[src/rtl/mixer_pkg.sv]
// Shared mixer-chain types: sample/gain widths, unity gain and gain-ramp states.
package mixer_pkg;
    localparam int DATA_W     = 24;
    localparam int GAIN_W     = 8;
    localparam int GAIN_FRAC  = 7;
    localparam int GAIN_UNITY = 128;

    typedef logic signed [DATA_W-1:0] sample_t;
    typedef logic [GAIN_W-1:0]        gain_t;

    typedef enum logic [1:0] {
        STEADY,
        RAMP_UP,
        RAMP_DOWN
    } ramp_state_t;
endpackage

[src/rtl/sat_mul.sv]
// Combinational signed sample x unsigned Q1.FRAC gain, floor shift, saturate.
module sat_mul #(
    parameter int DATA_W = 24,
    parameter int GAIN_W = 8,
    parameter int FRAC_W = 7
) (
    input  logic signed [DATA_W-1:0] a,
    input  logic [GAIN_W-1:0]        g,
    output logic signed [DATA_W-1:0] y,
    output logic                     overflow
);
    localparam int PW = DATA_W + GAIN_W + 1;
    localparam logic signed [DATA_W-1:0] MAXV = {1'b0, {(DATA_W-1){1'b1}}};
    localparam logic signed [DATA_W-1:0] MINV = {1'b1, {(DATA_W-1){1'b0}}};

    logic signed [GAIN_W:0]         g_s;
    logic signed [PW-1:0]           shifted;
    logic [PW-DATA_W:0]             hi_bits;

    assign g_s     = {1'b0, g};
    // Product always fits in PW bits, so no truncation before the shift.
    assign shifted = (PW'(a) * PW'(g_s)) >>> FRAC_W;
    assign hi_bits = shifted[PW-1:DATA_W-1];

    always_comb begin
        overflow = !((&hi_bits) || (~|hi_bits));
        if (overflow) begin
            y = shifted[PW-1] ? MINV : MAXV;
        end else begin
            y = shifted[DATA_W-1:0];
        end
    end
endmodule

[src/rtl/gain_ramp.sv]
// Ramped, saturating output gain stage with valid/ready on both sides.
// Optional sticky clip flag built only when GAIN_RAMP_CLIP_EN is defined.
module gain_ramp #(
    parameter int DATA_W       = 24,
    parameter int GAIN_W       = 8,
    parameter int RAMP_SAMPLES = 64
) (
    input  logic              clk,
    input  logic              reset,
    input  logic [DATA_W-1:0] in_data,
    input  logic              in_valid,
    output logic              in_ready,
    output logic [DATA_W-1:0] out_data,
    output logic              out_valid,
    input  logic              out_ready,
    input  logic [GAIN_W-1:0] gain,
    input  logic              mute,
    output logic              clip,
    input  logic              clip_clr
);
    import mixer_pkg::*;

    localparam int CNT_W = (RAMP_SAMPLES > 1) ? $clog2(RAMP_SAMPLES) : 1;
    localparam logic [CNT_W-1:0] CNT_LAST = CNT_W'(RAMP_SAMPLES - 1);

    ramp_state_t              state;
    logic [GAIN_W-1:0]        cur_gain;
    logic [CNT_W-1:0]         ramp_cnt;
    logic [GAIN_W-1:0]        tgt;
    logic [GAIN_W-1:0]        step_gain;
    logic                     gain_up;
    logic                     gain_dn;
    logic                     accept;
    logic signed [DATA_W-1:0] sat_y;
    logic                     sat_ovf;

    assign in_ready = !out_valid || out_ready;
    assign accept   = in_valid && in_ready;

    always_comb begin
        tgt       = mute ? '0 : gain;
        gain_up   = tgt > cur_gain;
        gain_dn   = tgt < cur_gain;
        step_gain = gain_up ? cur_gain + 1'b1 : cur_gain - 1'b1;
    end

    sat_mul #(
        .DATA_W (DATA_W),
        .GAIN_W (GAIN_W),
        .FRAC_W (GAIN_FRAC)
    ) u_sat_mul (
        .a        (in_data),
        .g        (cur_gain),
        .y        (sat_y),
        .overflow (sat_ovf)
    );

    always_ff @(posedge clk) begin
        if (reset) begin
            state     <= STEADY;
            cur_gain  <= GAIN_W'(GAIN_UNITY);
            ramp_cnt  <= '0;
            out_data  <= '0;
            out_valid <= 1'b0;
        end else begin
            if (accept) begin
                out_data  <= sat_y;
                out_valid <= 1'b1;
            end else if (out_ready) begin
                out_valid <= 1'b0;
            end

            case (state)
                STEADY: begin
                    if (gain_up) begin
                        state    <= RAMP_UP;
                        ramp_cnt <= '0;
                    end else if (gain_dn) begin
                        state    <= RAMP_DOWN;
                        ramp_cnt <= '0;
                    end
                end
                default: begin
                    if (!gain_up && !gain_dn) begin
                        state <= STEADY;
                    end else if (accept && ramp_cnt == CNT_LAST) begin
                        // This sample already used the old gain; the step lands after it.
                        cur_gain <= step_gain;
                        ramp_cnt <= '0;
                        if (step_gain == tgt) begin
                            state <= STEADY;
                        end else begin
                            state <= gain_up ? RAMP_UP : RAMP_DOWN;
                        end
                    end else begin
                        if (accept) begin
                            ramp_cnt <= ramp_cnt + 1'b1;
                        end
                        state <= gain_up ? RAMP_UP : RAMP_DOWN;
                    end
                end
            endcase
        end
    end

`ifdef GAIN_RAMP_CLIP_EN
    always_ff @(posedge clk) begin
        if (reset) begin
            clip <= 1'b0;
        end else if (accept && sat_ovf) begin
            clip <= 1'b1;
        end else if (clip_clr) begin
            clip <= 1'b0;
        end
    end
`else
    logic unused_clip;
    assign clip        = 1'b0;
    assign unused_clip = &{1'b0, clip_clr, sat_ovf};
`endif
endmodule

[config.mk]
export PLATFORM = sky130hd
export DESIGN_NAME = gain_ramp
export DESIGN_NICKNAME = d
export VERILOG_FILES = /design/src/rtl/mixer_pkg.sv /design/src/rtl/sat_mul.sv /design/src/rtl/gain_ramp.sv
export SDC_FILE = /design/constraint.sdc
export NUM_CORES = 1
export LEC_CHECK = 0
export ABC_AREA = 1
export CAP_MARGIN = 20
export CORE_MARGIN = 2
export CORE_UTILIZATION = 37
export DETAILED_ROUTE_END_ITERATION = 6
export SLEW_MARGIN = 20
export SYNTH_ARGS = -nofsm -noshare
export SYNTH_HDL_FRONTEND = slang
export SYNTH_SLANG_ARGS = --single-unit
[constraint.sdc]
create_clock -name clk -period 5.7 [get_ports clk]
set_input_delay 0.57 -clock clk [delete_from_list [all_inputs] [get_ports clk]]
set_output_delay 0.57 -clock clk [all_outputs]
set_load 0.05 [all_outputs]
; After elaboration in Yosys (flattened, before gate mapping)
; Cells that the tools add are included.
[totals]
output_inout_bits = 27
register_bits = 41
word_cells = 52
input_bits = 38
[classes]
n_addsub = 3
mux = 19
reduce_logical = 16
bitwise_logic = 2
multipliers = 1
magnitude_cmp = 2
eq_ne = 4
[ops]
columns = operator, n
row1 = two-way mux 24 bit, 2
row2 = two-way mux 6 bit, 6
row3 = multiplier 24 x 9 -> 33 bit, 1
row4 = two-way mux 8 bit, 2
row5 = two-way mux 2 bit, 7
row6 = AND reduction 3 bit, 3
row7 = adder 8 x 1 -> 8 bit (second input constant), 1
row8 = == test 8 bit, 1
row9 = greater-than comparator 8 bit, 1
row10 = less-than comparator 8 bit, 1
row11 = subtractor 8 x 1 -> 8 bit (second input constant), 1
row12 = adder 6 x 1 -> 6 bit (second input constant), 1
row13 = == test 6 bit (second input constant), 1
row14 = zero test 1 bit, 4
row15 = logical AND 1 bit, 3
row16 = != test 3 bit (second input constant), 1
row17 = nonzero test 3 bit, 1
row18 = OR reduction 3 bit, 1
row19 = zero test 2 bit, 1
row20 = logical OR 1 bit, 2
row21 = two-way mux 1 bit, 2
row22 = != test 2 x 1 -> 1 bit (second input constant), 1
row23 = NOT 1 bit, 2
row24 = nonzero test 2 bit, 1

; Longest topological paths before layout
[logic_depth]
word_depth = 8
depth_mapped = 28
depth_no_buf = 25

; Modules after synthesis
; From an unflattened synthesis, not the netlist that was laid out.
[unflattened]
hier_cells = 1441
area_unflattened_um2 = 10024.6
[by_module_without_submodules]
columns = mod, cells_each, seq_area_each_um2, instances, area_per_inst_um2
row1 = sat_mul, 1103, 0.0, 1, 7674.9
row2 = gain_ramp, 338, 820.8, 1, 2349.8

; Worst setup path after synthesis
; No wires, ideal clock.
[synth_path]
path_type = input to register
from = input port in_data[23]
to = register out_data[0]
path_stages = 21
setup_slack_ns = 0.869
n_path_buf = 2
t_arrival_ns = 4.709
required_ns = 5.578
setup_ns = 0.122
cell_sequence = clkbuf_1 -> nand2_1 -> fa_1 -> inv_1 -> fa_1 -> fa_1 -> inv_1 -> fa_1 -> inv_1 -> ha_1 -> a21oi_1 -> o21ai_0 -> nand2_1 -> nand3_1 -> nor2_1 -> nand2_1 -> nand2_1 -> nand2_2 -> a21oi_4 -> buf_6 -> a21oi_2
[synth_via]
elab_chain_cells = 5
elab_cells_between_ends = 7
classes_between = mul: 1 / mux: 2 / reduce/logical: 4
[synth_lines]
columns = item, line_no
row1 = from (decl), gain_ramp.sv:10  ; input logic [DATA_W-1:0] in_data,
row2 = multiplier 24 x 9 -> 33 bit (*), sat_mul.sv:22  ; assign shifted = (PW'(a) * PW'(g_s)) >>> FRAC_W;
row3 = OR reduction 3 bit, sat_mul.sv:26  ; overflow = !((&hi_bits) || (~|hi_bits));
row4 = zero test 1 bit, sat_mul.sv:26
row5 = logical OR 1 bit, sat_mul.sv:26
row6 = two-way mux 24 bit (*), sat_mul.sv:27  ; if (overflow) begin
row7 = to (signal assigned), gain_ramp.sv:67  ; out_data <= sat_y;
row8 = to (decl), gain_ramp.sv:13  ; output logic [DATA_W-1:0] out_data,
; Every way passes the cells marked *; elsewhere a longest branch is shown, timed or not.
; A chain may end at the register's enable or synchronous reset.

; Worst setup path after layout
[layout_path]
from = input port in_data[23]
to = register out_data[19]
; The elaborated chain is that of the path after synthesis.

==> results.json <==
{
  "period_share": 0.9270,
  "synth.distinct_cells": 35,
  "io_pins": 65,
  "antenna_cells": 0,
  "wire_per_inst_um": 12.51,
  "hold_viol_final": 0,
  "power_mw": 0.9791,
  "arrival_ns": 5.45,
  "synth_edf_count": 0,
  "place_congestion": 0.8970,
  "fin_util": 0.4214,
  "end_kind": "flop",
  "worstMarginPinSlew_ns": 0.8371,
  "dieHeight_um": 165.9,
  "ys_ff_latch": 41,
  "clock-sinks": 41,
  "dr.first_iter.drc_count": 341,
  "synth_cells": 1404,
  "synth.avg_cell_area_um2": 6.908,
  "clkTransAtPathRegs_ns": 0.07,
  "overflow": 0,
  "vias_per_cell": 4.601,
  "cp_top_family": "adder cells",
  "synth_ff_type": "dfxtp_1",
  "cpMaxStageDelayCell": "fa_1",
  "core_mm2": 0.02591,
  "status": "finished, final reports clean",
  "holdPathStages": 2,
  "vdd_ir_drop_max_mv": 0.1184,
  "area_growth_pct": 12.56,
  "h-tree-depth": 2,
  "initial_core_util": 0.3743,
  "power_density_mw_per_mm2": 89.68,
  "relSlewSlack": 0.4413,
  "yosysTopAreaCell": "fa_1",
  "grt.total_usage": 0.1695,
  "antenna_found_initial": 0,
  "clk_path_buf_depth": 2,
  "drive_above_1_share": 0.05260,
  "critPathBufInv": 5,
  "grt_pass1_vias": 8466,
  "worstHoldPathType": "reg -> reg",
  "dp.cells": 1772,
  "max-cap-violations": 0,
  "hold_start": "ramp_cnt[4]",
  "stdcell_count": 1780,
  "max_freq_mhz": 189.3,
  "grt_first_pass_wirelength_um": 39440,
  "reg2reg_to": "out_data[19]",
  "io_buffer_count": 62,
  "setup_tns_ns": 0,
  "netlist_area_mm2": 0.009699,
  "cts_root_buf": "clkbuf_16",
  "async_reset_ff_frac": 0,
  "cp_max_fo": 13,
  "remaining_drc_errors": 0,
  "rsz0062_at_grt": "false",
  "hold_end": "ramp_cnt[4]",
  "final_antenna_net_count": 0,
  "rr_worst_depth": 19,
  "netlist_top_cells_area": "fa_1 31%, nand2_1 15%, inv_1 15%",
  "cp_slowest_stage_delay_ns": 0.69,
  "seq_area_frac_synth": 0.08462,
  "grt_start_max_net_pins": 35,
  "fin_nets": 1709,
  "fin_skew_ns": 0.01127,
  "setup_viol_count_final": 0,
  "numCtsBuffers": 5,
  "hpwlAfterDp_um": 18990,
  "crit_type": "in -> reg",
  "period_needed_ns": 5.284,
  "drv_slew": 0,
  "leakagePower_nw": 6.426,
  "yosysTopAreaCellShare": 0.3096,
  "clk-insertion-delay-late_ns": 0.29,
  "timing.rr.start": "cur_gain[4]",
  "num_rows": 59,
  "drtPass1Iterations": 5,
  "die-area_mm2": 0.02753,
  "cts_tree": "yes",
  "wl_um": 22280,
  "synthesis.nets": 1669,
  "vias": 8190,
  "cp-start-kind": "input pin",
  "synth_warnings": 0,
  "path_cells": "clkdlybuf4s50_1, nand2_1, fa_1, inv_1, fa_1, fa_1, inv_1, fa_1, inv_1, ha_1, a21oi_1, o21ai_0, nand2_1, nand3_1, nor2_1, nand2_1, nand2_1, nand2_2, a21oi_4, buf_12, a21oi_2",
  "holdWs_ns": 0.4793,
  "rrSetupSlack_ns": 0.68,
  "die_x_um": 165.9,
  "cp.required_ns": 5.87
}
## worst register-to-register path, stage by stage, from the launching register on
cell,delay [ns]
dfxtp_2,0.64
nand2_1,0.22
fa_1,0.60
inv_1,0.10
fa_1,0.50
inv_1,0.05
fa_1,0.48
fa_1,0.52
inv_1,0.04
ha_1,0.36
inv_1,0.10
nor3_1,0.24
nand2_1,0.12
nor3_1,0.20
nand2_2,0.11
nand3_1,0.09
nand2_2,0.09
a21oi_4,0.20
buf_12,0.18
a21oi_2,0.06
## stage by stage
stage               instance area (um2)  worst slack [ns]
floorplan                          9699            0.8687
global placement                  10750            0.1554
detailed placement                10750           0.09268
CTS                               10920            0.2911
global route                      10920           0.08389
finish                            10920            0.4163
## registers in the layout (all words and copies together), names as in the netlist
name	cells
cur_gain	8
out_data	24
out_valid	1
state	2
ramp_cnt	6
## per-layer routing
layer	share of wire	GRT usage	wire, um	vias up
li1	-	-	-	4152
met1	0.44	0.2097	9718	3880
met2	0.52	0.3217	11610	129
met3	0.024	0.01263	538	29
met4	0.018	0.03554	412	0
met5	0	0	0	-
## cell usage in the layout, fill, tap and decap left out, types with 5 or more instances in the layout
master	instances
nand2_1	398
inv_1	385
fa_1	150
ha_1	77
clkdlybuf4s50_1	62
nor2_1	57
a21oi_1	52
dfxtp_1	40
o21ai_0	37
nand3_1	35
buf_4	23
a21oi_2	20
xor2_1	18
nor3_1	15
nand2_2	12
o21bai_1	11
xnor2_1	10
nand4_1	5
o211ai_1	5
clkbuf_16	5
buf_12	5
## power by group
group | total [mW] | switching (mW) | internal [mW]
Sequential | 0.315 | 0.0108 | 0.304
Combinational | 0.338 | 0.214 | 0.124
Clock | 0.325 | 0.118 | 0.207
Total | 0.979 | 0.343 | 0.636
## timing repair
item | in CTS | in global routing
resized for setup | 0 | 1
buffers inserted | 0 | 0
endpoints found under the setup margin | 0 | 23
hold buffers | 0 | 0
## layout make-up
type                    count  area, um2
multi-input cells         921       7167
repair buffers             90      893.4
well taps                 335      419.2
fillers                  2712      14990
inverters                 385       1445
clock buffers               5      125.1
clock inverters             3      46.29
flip-flops and latches     41      822.0
## worst max path at each step
stage	from	end	slack, ns	cells after the start
6_report	in_data[23]	out_data[19]	0.42	21
5_1_grt	in_data[23]	out_data[19]	0.08	21
2_1_floorplan	in_data[23]	out_data[0]	0.87	21
3_3_place_gp	in_data[23]	out_data[16]	0.16	21
3_5_place_dp	in_data[22]	out_data[10]	0.09	22
4_1_cts	cur_gain[4]	out_data[19]	0.29	19
## Yosys cell counts (18+ instances only)
cell,number
a21oi_1,52
a21oi_2,20
clkbuf_1,37
dfxtp_1,41
fa_1,150
ha_1,77
inv_1,385
nand2_1,398
nand3_1,35
nor2_1,57
o21ai_0,37
xor2_1,18
## cells by family (layout without fill, tap and decap cells)
family	count (synthesis)	count (layout)	share of synthesized area
buffers and inverters	442	483	0.1765
AND/OR/NAND/NOR	533	533	0.2216
AO/OA/AOI/OAI	132	132	0.08269
XOR/XNOR	28	28	0.02528
other	1	1	0.0003866
flip-flops	41	41	0.08462
adder cells (fa/ha/maj)	227	227	0.4089
Power figures use the tool's default switching activity.
==> RTL change 1: new RTL, same settings <==
Add a define of `GAIN_RAMP_CLIP_EN`.
--- a/src/rtl/gain_ramp.sv
+++ b/src/rtl/gain_ramp.sv
@@ -1,5 +1,7 @@
 // Ramped, saturating output gain stage with valid/ready on both sides.
 // Optional sticky clip flag built only when GAIN_RAMP_CLIP_EN is defined.
+`define GAIN_RAMP_CLIP_EN
+
 module gain_ramp #(
     parameter int DATA_W       = 24,
     parameter int GAIN_W       = 8,
Formal check against the unedited RTL: no difference found for any inputs over 10 cycles, from zero or initial values and one cycle with reset high; that may be too few to reach the edited logic, so the function may still have changed.
==> RTL change 1 against the original RTL <==
Count of clock-buffer cells in the layout grew 1; worst setup slack lost 64 ps; area after synthesis shrank 1.1%; cell area shrank 0.97%; die area shrank 1.1%; sequential cell count grew 1; clock skew shrank 4.9 ps; sequential power grew 3%; total power grew 6.4%; cell count shrank 1.9%; non-clock buffer count is the same; routed wire length grew 4.8%; worst hold slack lost 15 ps; critical path type unchanged; largest cell class unchanged.
==> RTL change 1: results (changes against the original RTL) <==
The cell area reported after detailed placement is 10600 sq um (-1.3%), and the headroom to the max-slew limit is 0.449 (+0.00756). The number of hold violations in the final report is 0 (unchanged). Ranked by total cell area, the synthesized netlist is headed by sky130_fd_sc_hd__fa_1, sky130_fd_sc_hd__inv_1, sky130_fd_sc_hd__nand2_1. The largest registers in the layout are out_data (24), cur_gain (8), ramp_cnt (6). Clock-pin slew was measured on the worst setup and hold paths at 60 ps. The maximum cell stage delay along the critical path is 640 ps (-50 ps). The synthesized net count came out at 1639 (-1.8%). The proportion of layout cells with a drive suffix above 1 is 0.0565 (+0.00390), and the total routing resource utilization after global routing is 0.184 (+0.0147). For the data arrival at the endpoint of the critical path, the log shows 5510 ps (+60 ps). The flow ran to the end, and the final reports show no timing, DRC or antenna violations.

The final weighted congestion in routability-driven placement came out at 0.959 (+6.9%). By count the netlist is led by sky130_fd_sc_hd__inv_1, sky130_fd_sc_hd__nand2_1, sky130_fd_sc_hd__fa_1. For the number of instances in the synthesized netlist, the log shows 1374 (-2.1%).

The worst setup slack for register-to-register paths was 420 ps (-260 ps). The number of cell instances on the worst register-to-register path is 23 (+4), and the maximum clock insertion buffer count is 2 (unchanged). The portion of the post-synthesis area used by sequential elements came out at 0.0876 (+0.00301). For this run, the leading register cell type out of synthesis is sky130_fd_sc_hd__dfxtp_1.

Broken down by cell family, the worst path's largest delay share belongs to adder cells. The post-CTS setup-driven buffer insertion count is 0 (unchanged), and the count of non-filler cells in the finished layout is 1746 (-1.9%). The worst min-delay path endpoint was clip.

The worst hold path cell count works out to 2 (unchanged). The global-route wire length before repair is 40200 microns (+1.8%). The logs give 37 (+5.7%) for the number of distinct library cell variants in the gate-level netlist after synthesis and 6.42 ps (-4.86 ps) for the post-route clock skew.

The tools report the pin count of the biggest net entering global routing as 34 (-2.9%). The async set or reset register ratio after synthesis is 0 (unchanged). CTS root buffer: sky130_fd_sc_hd__clkbuf_16. The worst hold path belongs to the class flop to flop. The total routed wirelength came out at 23400 microns (+4.8%). The tools report the worst hold path startpoint as clip.

The number of buffer cells added on primary ports works out to 64 (+3.2%). The detailed router's first-iteration violation count was 410 (+20%). The endpoint of the lowest-slack register-to-register path is out_data[10].

The tools report the startpoint of the lowest-slack register-to-register path as cur_gain[5]. For the worst-skew pair, the clock arrives at the later sink with an insertion delay of 280 ps. The vias after detailed routing was 8107 (-1.0%).

The tools report the number of global-route vias before repair as 8342 (-1.5%). The placed wire-length estimate is 19600 microns (+3.4%), and the count of synthesis-stage warnings from yosys is 0 (unchanged). The biggest fanout along the worst timing path is 23 (+10).

The logs give 6.40 nW (-0.41%) for the static power due to leakage and 158 uV (+33%) for the worst ir drop on vdd. In this run the worst setup path begins at in_data[23]. The first-pass iteration count of the detailed router is 5 (unchanged).
-- RTL change 1: metrics by stage --
stage / setup WS [ps] / hold WS [ps] / power [W]
3_3_place_gp: 141 / 451 / 0.000667
5_1_grt: 18.7 / 491 / 0.00109
2_1_floorplan: 843 / 440 / 0.000558
6_report: 353 / 464 / 0.00104
3_5_place_dp: 57.4 / 457 / 0.000670
4_1_cts: 75.3 / 472 / 0.00105
-- RTL change 1: power by group --
group	total, W	internal (W)	switching (W)
combinational	0.000340	0.000123	0.000218
clock	0.000379	0.000263	0.000116
sequential	0.000323	0.000312	0.0000104
total	0.00104	0.000698	0.000344
-- RTL change 1: layer usage --
metal	GRT usage	up-vias	wire (microns)
met5	0	-	0
met4	0.0312	0	298
met3	0.0239	19	1140
met2	0.328	141	11300
met1	0.242	3886	10600
li1	-	4061	-
-- RTL change 1: cells by family (layout without fill, tap and decap cells) --
group                    Yosys count  after routing  synth area share
AO/OA/AOI/OAI                    138            138            0.0878
AND/OR/NAND/NOR                  494            494             0.207
buffers and inverters            446            488             0.180
adder cells (fa/ha/maj)          227            227             0.413
XOR/XNOR                          27             27            0.0246
flip-flops                        42             42            0.0876
-- RTL change 1: how the worst max path moves through the flow --
stage,to,slack (ps),cells past startpoint
after floorplan,out_data[17],840,22
after global placement,out_data[14],140,20
after detailed placement,out_data[10],60,20
after CTS,out_data[10],80,19
after global routing,out_data[10],20,21
final,out_data[10],350,20
-- RTL change 1: area by class of cell --
| class | instances | area (sq um) |
|---|---|---|
| fill | 2668 | 14500 |
| multi-input combinational | 886 | 7030 |
| inverter | 390 | 1460 |
| timing repair buffer | 90 | 861 |
| sequential | 42 | 843 |
| tap | 330 | 413 |
| clock buffer | 6 | 139 |
| clock inverter | 2 | 60.1 |
==> RTL change 2: new RTL, config.mk and constraints unchanged <==
Without the edit above. The 3 states of `ramp_state_t` get a one-hot encoding in 3 bits.
--- a/src/rtl/mixer_pkg.sv
+++ b/src/rtl/mixer_pkg.sv
@@ -8,10 +8,10 @@
     typedef logic signed [DATA_W-1:0] sample_t;
     typedef logic [GAIN_W-1:0]        gain_t;
 
-    typedef enum logic [1:0] {
-        STEADY,
-        RAMP_UP,
-        RAMP_DOWN
+    typedef enum logic [2:0] {
+        STEADY    = 3'b001,
+        RAMP_UP   = 3'b010,
+        RAMP_DOWN = 3'b100
     } ramp_state_t;
 endpackage
 
Behaviour: same outputs for any inputs over 10 cycles, from zero or initial values and one cycle with reset high; not proved beyond that.
==> RTL change 2 against the original RTL <==
Routed wire length is 0.77% higher; total power is 2.9% lower; first-iteration DRC count is 11% lower; cell area is 0.31% higher; global-route usage is 0.22 points higher; non-clock buffer count is 7 higher; clock power is 12% lower; via count is 0.22% higher; sequential cell count is 1 higher; die area is 0.24% higher; clock skew is 7.9 ps lower; area after synthesis is 0.25% higher; worst setup slack worse by 16 ps; largest power group unchanged; highest routed layer unchanged.
==> RTL change 2: results (changes against the original RTL) <==
The global-route track usage on met1 is 0.216 (+0.00656), and the detailed-routed wire length on met3 is 650 microns (+21%). The run gives 0.0865 (+0.00185) as the portion of the post-synthesis area used by sequential elements. The worst slack after detailed placement was 61.2 ps (-31.4 ps). The logs give 1409 (+0.36%) for the number of instances in the synthesized netlist and 11300 microns (-2.7%) for the wire length on met2. The total routing resource utilization after global routing came out at 0.172 (+0.00224). The detailed router's first-iteration violation count was 303 (-11%); the biggest fanout along the worst timing path was 9 (-4).

The flow ran to the end, and the final reports show no timing, DRC or antenna violations. The number of cell instances on the worst register-to-register path was 22 (+3); the proportion of layout cells with a drive suffix above 1 was 0.0556 (+0.00300). The run gives 36 (+2.9%) as the pin count of the biggest net entering global routing. The headroom to the max-slew limit is 0.395 (-0.0461).

Fill cell total of the finished layout: 2737 (+0.92%). The met3 track utilization from global routing came out at 0.0153 (+0.00262). The run gives 22400 microns (+0.77%) as the total routed wirelength. For the portion of total power attributed to sequential cells, the log shows 0.340 (+0.018). By area the synthesized netlist is led by sky130_fd_sc_hd__fa_1, sky130_fd_sc_hd__nand2_1, sky130_fd_sc_hd__inv_1. First-pass iteration count of the detailed router: 6 (+1). The synthesized net count is 1674 (+0.30%), and the maximum cell stage delay along the critical path is 720 ps (+30 ps). The tools report the met1 wire length as 10100 microns (+3.9%).

The run gives 8208 (+0.22%) as the vias after detailed routing. The static power due to leakage was 6.53 nW (+1.6%). The final weighted congestion in routability-driven placement is 0.903 (+0.68%). The placed wire-length estimate was 19000 microns (+0.18%); the count of non-filler cells in the finished layout was 1792 (+0.67%).
[RTL change 2: timing repair]
action	CTS	global route
buffers inserted	0	0
hold buffers	0	0
gates resized for setup	0	1
endpoints found under the setup margin	0	23
[RTL change 2: logic make-up after synthesis]
kind of cell / synth area share
other: 0.000386
adders and majority gates: 0.408
xor gates and xnor gates: 0.0270
AOI/OAI and AO/OA: 0.0812
buffers and inverters: 0.178
DFF: 0.0865
and+or+nand+nor: 0.219
[RTL change 2: cell type report]
class	instances	area (sq um)	share of cell area
multi-input cells	920	7150	0.653
clock buffers	6	139	0.0127
repair buffers	97	921	0.0841
inverters	390	1460	0.134
flip-flops and latches	42	842	0.0769
well taps	335	419	0.0383
clock inverters	2	12.5	0.00114
[RTL change 2: through the flow]
step	cell area [sq um]	util
2_1_floorplan	9720	-
3_3_place_gp	10800	0.417
3_5_place_dp	10800	0.417
4_1_cts	11000	0.423
5_1_grt	11000	0.423
6_report	11000	0.423
